[src/rtl/serial_adder_seq.sv]
// rtl/serial_adder_seq.sv - bit-serial adder sequencer around a single full-adder cell
//
// Purpose:
//   Adds two WIDTH-bit operands plus a carry-in one bit per clock, LSB first,
//   through one full-adder cell, then presents {carry, sum} with a one-cycle
//   done pulse. Trades latency (WIDTH cycles) for a minimal datapath.
//
// Optional feature (macro SERIAL_ADDER_SUB_EN):
//   Adds input 'sub'. When sub=1 at acceptance, operand B is inverted and the
//   carry flop is preset to 1 (two's-complement subtract). Then c is ignored,
//   sum = num_1 - num_2 mod 2^WIDTH, and carry=1 means no borrow.
//
// Ports:
//   clk    in   1      clock, rising edge
//   rst_n  in   1      asynchronous active-low reset
//   start  in   1      request an operation (accepted in IDLE or DONE)
//   num_1  in   WIDTH  operand A, captured on acceptance
//   num_2  in   WIDTH  operand B, captured on acceptance
//   c      in   1      carry-in, captured on acceptance
//   sub    in   1      subtract select (only with SERIAL_ADDER_SUB_EN)
//   busy   out  1      high while bits are being processed
//   done   out  1      one-cycle pulse, sum/carry valid
//   sum    out  WIDTH  result of the last completed operation
//   carry  out  1      carry-out of the last completed operation

module serial_full_adder (
  input  logic a,
  input  logic b,
  input  logic ci,
  output logic s,
  output logic co
);
  assign s  = a ^ b ^ ci;
  assign co = (a & b) | (ci & (a ^ b));
endmodule

module serial_adder_seq #(
  parameter int WIDTH = 8
) (
  input  logic             clk,
  input  logic             rst_n,
  input  logic             start,
  input  logic [WIDTH-1:0] num_1,
  input  logic [WIDTH-1:0] num_2,
  input  logic             c,
`ifdef SERIAL_ADDER_SUB_EN
  input  logic             sub,
`endif
  output logic             busy,
  output logic             done,
  output logic [WIDTH-1:0] sum,
  output logic             carry
);

  localparam int CW = $clog2(WIDTH);

  typedef enum logic [1:0] {
    IDLE = 2'd0,
    RUN  = 2'd1,
    DONE = 2'd2
  } state_t;

  state_t state;
  state_t state_next;

  logic [WIDTH-1:0] a_sh;
  logic [WIDTH-1:0] b_sh;
  logic [WIDTH-1:0] res_sh;
  logic             carry_ff;
  logic [CW-1:0]    cnt;

  logic             load;
  logic             step;
  logic             last;
  logic [WIDTH-1:0] b_load;
  logic             c_load;
  logic             fa_s;
  logic             fa_co;
  logic [WIDTH-1:0] res_next;

  serial_full_adder u_fa (
    .a  (a_sh[0]),
    .b  (b_sh[0]),
    .ci (carry_ff),
    .s  (fa_s),
    .co (fa_co)
  );

  // The counter holds the index of the bit being processed this cycle.
  assign last     = (cnt == CW'(WIDTH - 1));
  assign res_next = {fa_s, res_sh[WIDTH-1:1]};

  // Subtraction reuses the adder: A + ~B + 1.
  always_comb begin
    b_load = num_2;
    c_load = c;
`ifdef SERIAL_ADDER_SUB_EN
    if (sub) begin
      b_load = ~num_2;
      c_load = 1'b1;
    end
`else
    b_load = num_2;
    c_load = c;
`endif
  end

  always_ff @(posedge clk or negedge rst_n) begin
    if (!rst_n) begin
      state <= IDLE;
    end else begin
      state <= state_next;
    end
  end

  // DONE accepts start just like IDLE so operations can run back to back.
  always_comb begin
    state_next = state;
    busy       = 1'b0;
    done       = 1'b0;
    load       = 1'b0;
    step       = 1'b0;
    case (state)
      IDLE: begin
        if (start) begin
          load       = 1'b1;
          state_next = RUN;
        end
      end
      RUN: begin
        busy = 1'b1;
        step = 1'b1;
        if (last) begin
          state_next = DONE;
        end
      end
      DONE: begin
        done = 1'b1;
        if (start) begin
          load       = 1'b1;
          state_next = RUN;
        end else begin
          state_next = IDLE;
        end
      end
      default: begin
        state_next = IDLE;
      end
    endcase
  end

  always_ff @(posedge clk or negedge rst_n) begin
    if (!rst_n) begin
      a_sh     <= '0;
      b_sh     <= '0;
      res_sh   <= '0;
      carry_ff <= 1'b0;
      cnt      <= '0;
      sum      <= '0;
      carry    <= 1'b0;
    end else if (load) begin
      a_sh     <= num_1;
      b_sh     <= b_load;
      res_sh   <= '0;
      carry_ff <= c_load;
      cnt      <= '0;
    end else if (step) begin
      a_sh     <= a_sh >> 1;
      b_sh     <= b_sh >> 1;
      res_sh   <= res_next;
      carry_ff <= fa_co;
      cnt      <= cnt + CW'(1);
      // Outputs only move on the completion edge so they hold the previous
      // result while a new operation is in flight.
      if (last) begin
        sum   <= res_next;
        carry <= fa_co;
      end
    end
  end

endmodule

[config.mk]
export PLATFORM = sky130hd
export DESIGN_NAME = serial_adder_seq
export DESIGN_NICKNAME = d
export VERILOG_FILES = /design/src/rtl/serial_adder_seq.sv
export SDC_FILE = /design/constraint.sdc
export NUM_CORES = 1
export LEC_CHECK = 0
export BUFFER_PORTS_ARGS = -buffer_cell sky130_fd_sc_hd__buf_2
export CORE_MARGIN = 4
export CORE_UTILIZATION = 58
export DETAILED_ROUTE_END_ITERATION = 10
export PLACE_DENSITY_LB_ADDON = 0.25
export RECOVER_POWER = 25
export SYNTH_ARGS = -nofsm -noshare
export SYNTH_HDL_FRONTEND = slang
export SYNTH_HIERARCHICAL = 1
export SYNTH_SLANG_ARGS = --single-unit
[constraint.sdc]
create_clock -name clk -period 2.77 [get_ports clk]
set_input_delay 0.1385 -clock clk [delete_from_list [all_inputs] [get_ports clk]]
set_output_delay 0.1385 -clock clk [all_outputs]
set_load 0.03 [all_outputs]
# After elaboration in Yosys (flattened, before gate mapping)
# Index checks and enable logic that the tools add are counted.
dict set report totals {
  ff_bits 39
  elab_cells 43
}
dict set report op_classes {
  addsub 1
  n_eq_ne 5
  mux 18
  n_bitwise 6
  n_reduce_logical 5
}
# op n
set op_table {}
lappend op_table {{8-bit two-way mux} 6}
lappend op_table {{1-bit two-way mux} 7}
lappend op_table {{3-bit two-way mux} 2}
lappend op_table {{2-bit one-hot mux with 3 select lines} 1}
lappend op_table {{2-bit two-way mux} 2}
lappend op_table {{2-bit inequality test (second input constant)} 2}
lappend op_table {{3-bit by 1-bit adder with 3-bit output (second input constant)} 1}
lappend op_table {{3-bit equality test (second input constant)} 1}
lappend op_table {{3-bit AND reduction} 1}
lappend op_table {{1-bit bitwise AND} 2}
lappend op_table {{2-bit by 1-bit equality test with 1-bit output (second input constant)} 1}
lappend op_table {{2-bit equality test (second input constant)} 1}
lappend op_table {{2-bit logical NOT} 1}
lappend op_table {{2-bit AND reduction} 1}
lappend op_table {{2-bit nonzero test} 1}
lappend op_table {{2-bit OR reduction} 1}
lappend op_table {{1-bit XOR} 2}
lappend op_table {{1-bit inverter} 1}
lappend op_table {{1-bit OR} 1}

# Depth between registers and ports, before layout
# Gate-level depths: netlist of run 1.
dict set report logic_depth {
  word_depth 5
  mapped_depth 5
  mapped_depth_nobuf 4
}

# Modules after synthesis
# The synthesis of run 1 kept the hierarchy.
# module instances cells_each area_per_inst_um2 seq_area_each_um2
set modules_own_cells {}
lappend modules_own_cells {serial_adder_seq 1 129 1650.3 950.9}
lappend modules_own_cells {serial_full_adder 1 1 20.0 0.0}

# Least setup slack after synthesis of run 1
# OpenSTA, ideal clock, no wires.
dict set report synth_path {
  path_type {reg2reg}
  startpoint {register cnt[0]}
  endpoint {register carry}
  t_arrival_ns 1.246
  required_ns 2.645
  setup_slack_ns 1.399
  stages_incl_launch_ff 5
  path_buffers 0
  period_less_slack_ns 1.371
  cell_sequence {dfrtp_1 -> ha_1 -> ha_1 -> nand2_8 -> mux2_4}
}
dict set report synth_via {
  elab_chain_cells 2
}
# item line_no
set synth_rtl {}
lappend synth_rtl {{start: declaration} 70} ;# logic [CW-1:0] cnt;
lappend synth_rtl {{start signal: assignment} 172} ;# cnt <= cnt + CW'(1);
lappend synth_rtl {{3-bit equality test} 90} ;# assign last = (cnt == CW'(WIDTH - 1));
lappend synth_rtl {{3-bit AND reduction (no line)} -}
lappend synth_rtl {{end signal: assignment} 177} ;# carry <= fa_co;
lappend synth_rtl {{end: declaration} 52} ;# output logic carry
# Every way passes these cells.
# A chain may end at the register's enable or synchronous reset.

# Final worst setup path of run 1
dict set report layout_path {
  startpoint {register state[0]}
  endpoint {output busy}
}
dict set report layout_via {
  elab_chain_cells 2
}
# item line_no
set layout_rtl {}
lappend layout_rtl {{start: declaration} 63} ;# state_t state;
lappend layout_rtl {{start signal: assignment} 112} ;# state <= state_next;
lappend layout_rtl {{2-bit by 1-bit equality test with 1-bit output} 123} ;# case (state)
lappend layout_rtl {{1-bit two-way mux} 123}
lappend layout_rtl {{end: declaration} 49} ;# output logic busy,
# Every way passes these cells.

==> reports/results.ini, run 1 <==
[outcome]
status = complete, no violations

[setup_path]
cp-start-kind = register
worstPathRequired_ns = 2.63
crit_arrival_ns = 1.67
cp_top_family = flip-flops
cp.buffers_inverters = 2
cp_cell_sequence = nand2b_4, inv_4, buf_2
cp_max_fo = 16
crit_path_end_kind = output port
path_class = register to output port
cpPeakStageDelay_ns = 0.71
slowest_stage = dfrtp_1

[clock_network]
cts.htree.levels = 2
clockBufferDepth = 2
cts_buffers = 5
cts_resized = 0
cts_tree = done
cts.clk_slew.worst_paths_ns = 0.13
clkSinkCount = 38
cts-root-buf = clkbuf_4
clock_latency_ns = 0.35

[global_routing]
grtUsageTotal = 0.180
grt_pass1_wl_mm = 4.93
grt_pass1_vias = 1041
antenna_found_initial = 0
overflow = 0
grt_start_max_net_pins = 39

[placement]
hpwl_mm = 2.09
dp_slack_ns = 1.11
place_congestion = 0.800
io_buffers = 30

[sta]
max_slew_margin = 0.454
finalHoldViolCount = 0
fmax_ghz = 0.554
setup_violations = 0
setup_slack_ns = 0.964
fin_worst_skew_ns = 0.0133
min_period_ns = 1.81
tightestPinTransition_ns = 0.819
rsz0062_at_grt = false
finalHoldWorstSlack_ns = 0.0234
tns_ns = 0
period_share = 0.652
drv_slew = 0

[power_and_ir_drop]
cellPowerDensity_nw_per_um2 = 1230
swShare = 0.367
power_switching_mw = 0.878
combPwrFrac = 0.383
clkPwrFrac = 0.199
p_int_mw = 1.51
peakVddDrop_uv = 867
seqPwrFrac = 0.419
p_leak_nw = 0.985

[synthesis]
syn_nets = 153
ys.flop_type = dfrtp_1
synthTopCellsByArea = dfrtp_1 57%, mux2_4 8.1%, a22o_1 6.3%
synth_warnings = 6
synth.avg_cell_area_um2 = 12.8
synth_common_cells = 38 x dfrtp_1, 15 x a21oi_1, 13 x inv_1
yosysSeqAreaShare = 0.569
synth_most_common_cell = dfrtp_1
synth_area_leader_cell = dfrtp_1
synth_top_area_frac = 0.569
ys_seq_elements = 38
synth-edff-count = 0
synth_cells = 130
synthArstFlopShare = 1.00
synth_area_um2 = 1670
yosys.cell_types.count = 24

[floorplanning]
fp.dieW_um = 61.7
dieArea_um2 = 3800
ios = 31
die_h_um = 61.7
coreArea_um2 = 2760
rows = 19
initial_core_util = 0.606

[route]
routedWlPerCell_um = 15.7
vias = 1086
drt_wl_total_mm = 3.06
drtPass1Iterations = 4
ant_nets = 0
drc = 0
drtIter0Drc = 42
via_per_inst = 5.57

[min_path]
min_path_type = input pin to register

[cells_and_area]
diodes = 0
area_growth_pct = 16.2
drive_above_1_share = 0.323
nNetsFinal = 186

[run]
cap_viol_max_count = 0

[cell families (layout without fill, tap and decap cells)]
logic type,after synthesis,after routing,share of synthesized area
AND/OR/NAND/NOR,9,9,0.0464
AO/OA/AOI/OAI,44,44,0.174
XOR/XNOR,1,1,0.00524
adder cells (fa/ha/maj),3,3,0.0270
flip-flops,38,38,0.569
buffers and inverters,20,54,0.0592
multiplexers,15,15,0.119
[layout by cell type (no fill, tap or decap), drive strengths merged, types with 2 or more instances in the layout]
cell | Yosys | final
mux2i | 3 | 3
buf | 5 | 29
clkbuf | 1 | 6
nand2b | 2 | 2
mux2 | 12 | 12
bufinv | 0 | 2
a22o | 12 | 12
o22ai | 12 | 12
a211oi | 3 | 3
nor2b | 5 | 5
ha | 2 | 2
dfrtp | 38 | 38
inv | 14 | 14
dlygate4sd3 | 0 | 2
a21oi | 15 | 15
[registers in the layout (all words and copies together) (netlist names)]
register,cells
a_sh,8
b_sh,8
carry,1
carry_ff,1
cnt,3
res_sh,7
state,2
sum,8
[area by class of cell]
| type | instances | area (um^2) |
|---|---|---|
| Inverter | 14 | 55.1 |
| Clock inverter | 3 | 68.8 |
| Timing Repair Buffer | 32 | 169 |
| Sequential cell | 38 | 951 |
| Tap cell | 31 | 38.8 |
| Clock buffer | 5 | 37.5 |
| Multi-Input combinational cell | 72 | 621 |
| Fill cell | 206 | 817 |
[power groups by stage]
| stage | Clock [mW] | Combinational (mW) | Sequential (mW) |
|---|---|---|---|
| final | 0.475 | 0.915 | 1.00 |
| after global routing | 0.509 | 1.00 | 1.04 |
| after CTS | 0.480 | 0.929 | 0.999 |
| after detailed placement | 0 | 0.924 | 1.00 |
| after global placement | 0 | 0.890 | 0.991 |
| after floorplan | 0 | 0.647 | 1.06 |
[what timing repair did]
action,4_1_cts,5_1_grt
buffers inserted,0,0
hold endpoints to repair,39,0
hold buffers,2,0
[per-stage QoR]
stage                     power [mW]  std cells   util  instance area (um^2)
after CTS                       2.41        195  0.704                  1940
after global placement          1.88        185  0.658                  1820
final                           2.39        195  0.704                  1940
after floorplan                 1.70        130      -                  1670
after detailed placement        1.93        185  0.658                  1820
after global routing            2.55        195  0.704                  1940
[final timing paths]
kind                               start   endpoint  slack [ns]  cells after the start
worst max-delay path            state[0]       busy        0.96                      3
worst min-delay path            num_1[7]    a_sh[7]        0.02                      2
worst max register to register  state[0]    a_sh[7]        1.07                      3
worst min register to register    sum[0]     sum[0]        0.52                      1
max in group asynchronous          rst_n     cnt[0]        1.84                      2
min in group asynchronous          rst_n  res_sh[6]        0.42                      2
[routing by layer]
metal | track usage | share of wire
met5 | 0 | 0
met4 | 0.0455 | 0.0042
met3 | 0.0629 | 0.047
met2 | 0.290 | 0.48
met1 | 0.234 | 0.47
(Power assumes the default switching activity.)
==> run 2: changes to the inputs <==
Settings changed: ABC_AREA set to 1, CORE_UTILIZATION 58 to 49.
Clock period 2.77 ns to 1.5 ns, I/O delays scaled along.
==> run 2 against run 1 <==
Compared with the run above: non-clock buffer count increased by 18; hold slack got worse by 0.0095 ns; flip-flop and latch count unchanged; first-iteration DRC count increased by 29%; final area increased by 11%; clock-buffer cell count increased by 1; core utilization decreased by 7.5 points; register-to-register slack got worse by 0.86 ns; combinational power increased by 110%.
==> reports/results.ini, run 2 <==
[sta]
min_period_ns = 1.37
finalHoldViolCount = 0  ; unchanged
period_share = 0.912
tightestPinTransition_ns = 1.01  ; +0.189 ns
fin_worst_skew_ns = 0.0129  ; -0.000452 ns
setup_slack_ns = 0.132  ; -0.833 ns
setup_violations = 0  ; unchanged
fmax_ghz = 0.731
rsz0062_at_grt = false
tns_ns = 0  ; unchanged
drv_slew = 0  ; unchanged
max_slew_margin = 0.328  ; -0.126

[power_and_ir_drop]
cellPowerDensity_nw_per_um2 = 2040  ; +66%
p_leak_nw = 1.18  ; +19%
peakVddDrop_uv = 1030  ; +19%

[cells_and_area]
multiInputGateArea_um2 = 683  ; +10%
layout_commonest_cell = nand2_1
diodes = 0  ; unchanged
fill_cells = 322  ; +56%
finish.utilization = 0.629  ; -0.0748
most-common-layout-cells = 89 x nand2_1, 40 x nand3_1, 38 x dfrtp_1
final-seq-area_um2 = 951  ; unchanged
drive_above_1_share = 0.196  ; -0.127
nNetsFinal = 273  ; +47%
reg.largest.list = a_sh x8, b_sh x8, sum x8
area_growth_pct = 21.4

[setup_path]
worstPathRequired_ns = 1.42  ; -1.21 ns
cp_max_fo = 8  ; -8
crit_arrival_ns = 1.29  ; -0.38 ns
path_class = register to output port
cp-start-kind = register
crit_path_end_kind = output port

[synthesis]
synthArstFlopShare = 1.00  ; unchanged
synth_common_cells = 89 x nand2_1, 40 x nand3_1, 38 x dfrtp_1
synth-edff-count = 0  ; unchanged
synth_area_leader_cell = dfrtp_1
synth_most_common_cell = nand2_1
synth_area_um2 = 1770  ; +5.9%
synth_top_area_frac = 0.537  ; -0.0318
synth_warnings = 6  ; unchanged
yosys.cell_types.count = 18  ; -25%
synth.avg_cell_area_um2 = 8.72  ; -32%
yosysSeqAreaShare = 0.537  ; -0.0318
ys_seq_elements = 38  ; unchanged
ys.flop_type = dfrtp_1
syn_nets = 226  ; +48%
synthTopCellsByArea = dfrtp_1 54%, nand2_1 19%, nand3_1 11%
synth_cells = 203  ; +56%

[clock_network]
cts.clk_slew.worst_paths_ns = 0.11  ; -0.02 ns
cts.htree.levels = 2  ; unchanged
clkSinkCount = 38  ; unchanged
cts_tree = done
clockBufferDepth = 2  ; unchanged
cts-root-buf = clkbuf_4
cts_buffers = 5  ; unchanged
cts_resized = 0  ; unchanged
clock_latency_ns = 0.35  ; about the same
postCtsSetupRepairBufs = 0  ; unchanged

[floorplanning]
coreArea_um2 = 3420  ; +24%
fp.dieW_um = 68.1  ; +10%
die_h_um = 68.1  ; +10%
ios = 31  ; unchanged
rows = 21  ; +2
dieArea_um2 = 4640  ; +22%
initial_core_util = 0.518  ; -0.0878

[route]
routedWlPerCell_um = 11.3  ; -28%
via_per_inst = 4.87  ; -13%
drc = 0  ; unchanged
drt_wl_total_mm = 3.35  ; +9.3%
ant_nets = 0  ; unchanged
vias = 1441  ; +33%
drtIter0Drc = 54  ; +29%
drtPass1Iterations = 5  ; +1

[global_routing]
grt_start_max_net_pins = 34  ; -13%
overflow = 0  ; unchanged
grt_pass1_wl_mm = 6.03  ; +22%
grtUsageTotal = 0.175  ; -0.00489
grt_pass1_vias = 1380  ; +33%
antenna_found_initial = 0  ; unchanged

[min_path]
min_path_type = input pin to register

[placement]
hpwl_mm = 2.13  ; +2.2%
dp_slack_ns = 0.232  ; -0.873 ns
io_buffers = 30  ; unchanged
place_congestion = 0.745  ; -7.0%

[run]
cap_viol_max_count = 0  ; unchanged

[outcome]
status = complete, no violations

[run 2: cell types whose count changed after synthesis, sizes merged, moves of 3 or more]
cell / change
buf: +5
o22ai: -12
mux2: -12
nor2: +4
nand2: +91
a21oi: -14
a22o: -12
mux2i: -3
nor2b: -5
inv: -3
a211oi: -3
nand3: +40
[run 2: where the power goes]
group	internal [mW]	switching, mW	total, mW
Clock	0.388	0.325	0.713
Combinational	0.669	1.24	1.91
Sequential	1.50	0.268	1.76
[run 2: worst max-delay path, stage by stage, from the launching register on]
cell and delay [ns]:
dfrtp_1 0.41, inv_2 0.08, nor2_4 0.21, buf_2 0.25
[run 2: timing repair]
action | 4_1_cts | 5_1_grt
endpoints found under the setup margin | 0 | 0
hold buffers | 15 | 0
endpoints found under the hold margin | 32 | 0
[run 2: per-stage QoR]
stage | instances | hold WS, ns | instance area, um^2 | total power, mW
final | 296 | 0.0139 | 2150 | 4.39
after CTS | 296 | 0.000837 | 2150 | 4.44
after floorplan | 203 | -0.221 | 1770 | 3.38
after global placement | 274 | 0.0464 | 1920 | 3.66
after detailed placement | 274 | 0.0416 | 1920 | 3.69
after global routing | 296 | 0.0251 | 2150 | 4.82
[run 2: final timing paths]
check	startpoint	to	slack [ns]	depth (start not counted)
setup / recovery	state[0]	busy	0.13	3
hold / removal	num_1[5]	a_sh[5]	0.01	5
min in group asynchronous	rst_n	res_sh[7]	0.41	2
hold reg to reg	res_sh[1]	sum[0]	0.49	2
max in group asynchronous	rst_n	a_sh[4]	0.27	3
setup reg to reg	cnt[0]	sum[7]	0.21	6
[run 2: cell families after synthesis]
kind of cell / Yosys count / synth area share
fa+ha+maj: 3 / 0.0255
simple gates: 137 / 0.349
compound gates: 4 / 0.0113
buf+inv: 21 / 0.0764
flops: 38 / 0.537
[run 2: cell type report]
cell class	count	area share
Clock buffer	6	0.0239
Timing Repair Buffer	50	0.156
Inverter	11	0.0192
Clock inverter	1	0.0140
Tap cell	46	0.0268
Multi-Input combinational cell	144	0.318
Sequential cell	38	0.443
[run 2: layer usage]
layer	GRT usage	vias to the layer above	share of wire
met5	0	-	0
met4	0.0496	0	0.013
met3	0.0591	5	0.052
met2	0.290	32	0.47
met1	0.218	673	0.46
li1	-	731	-
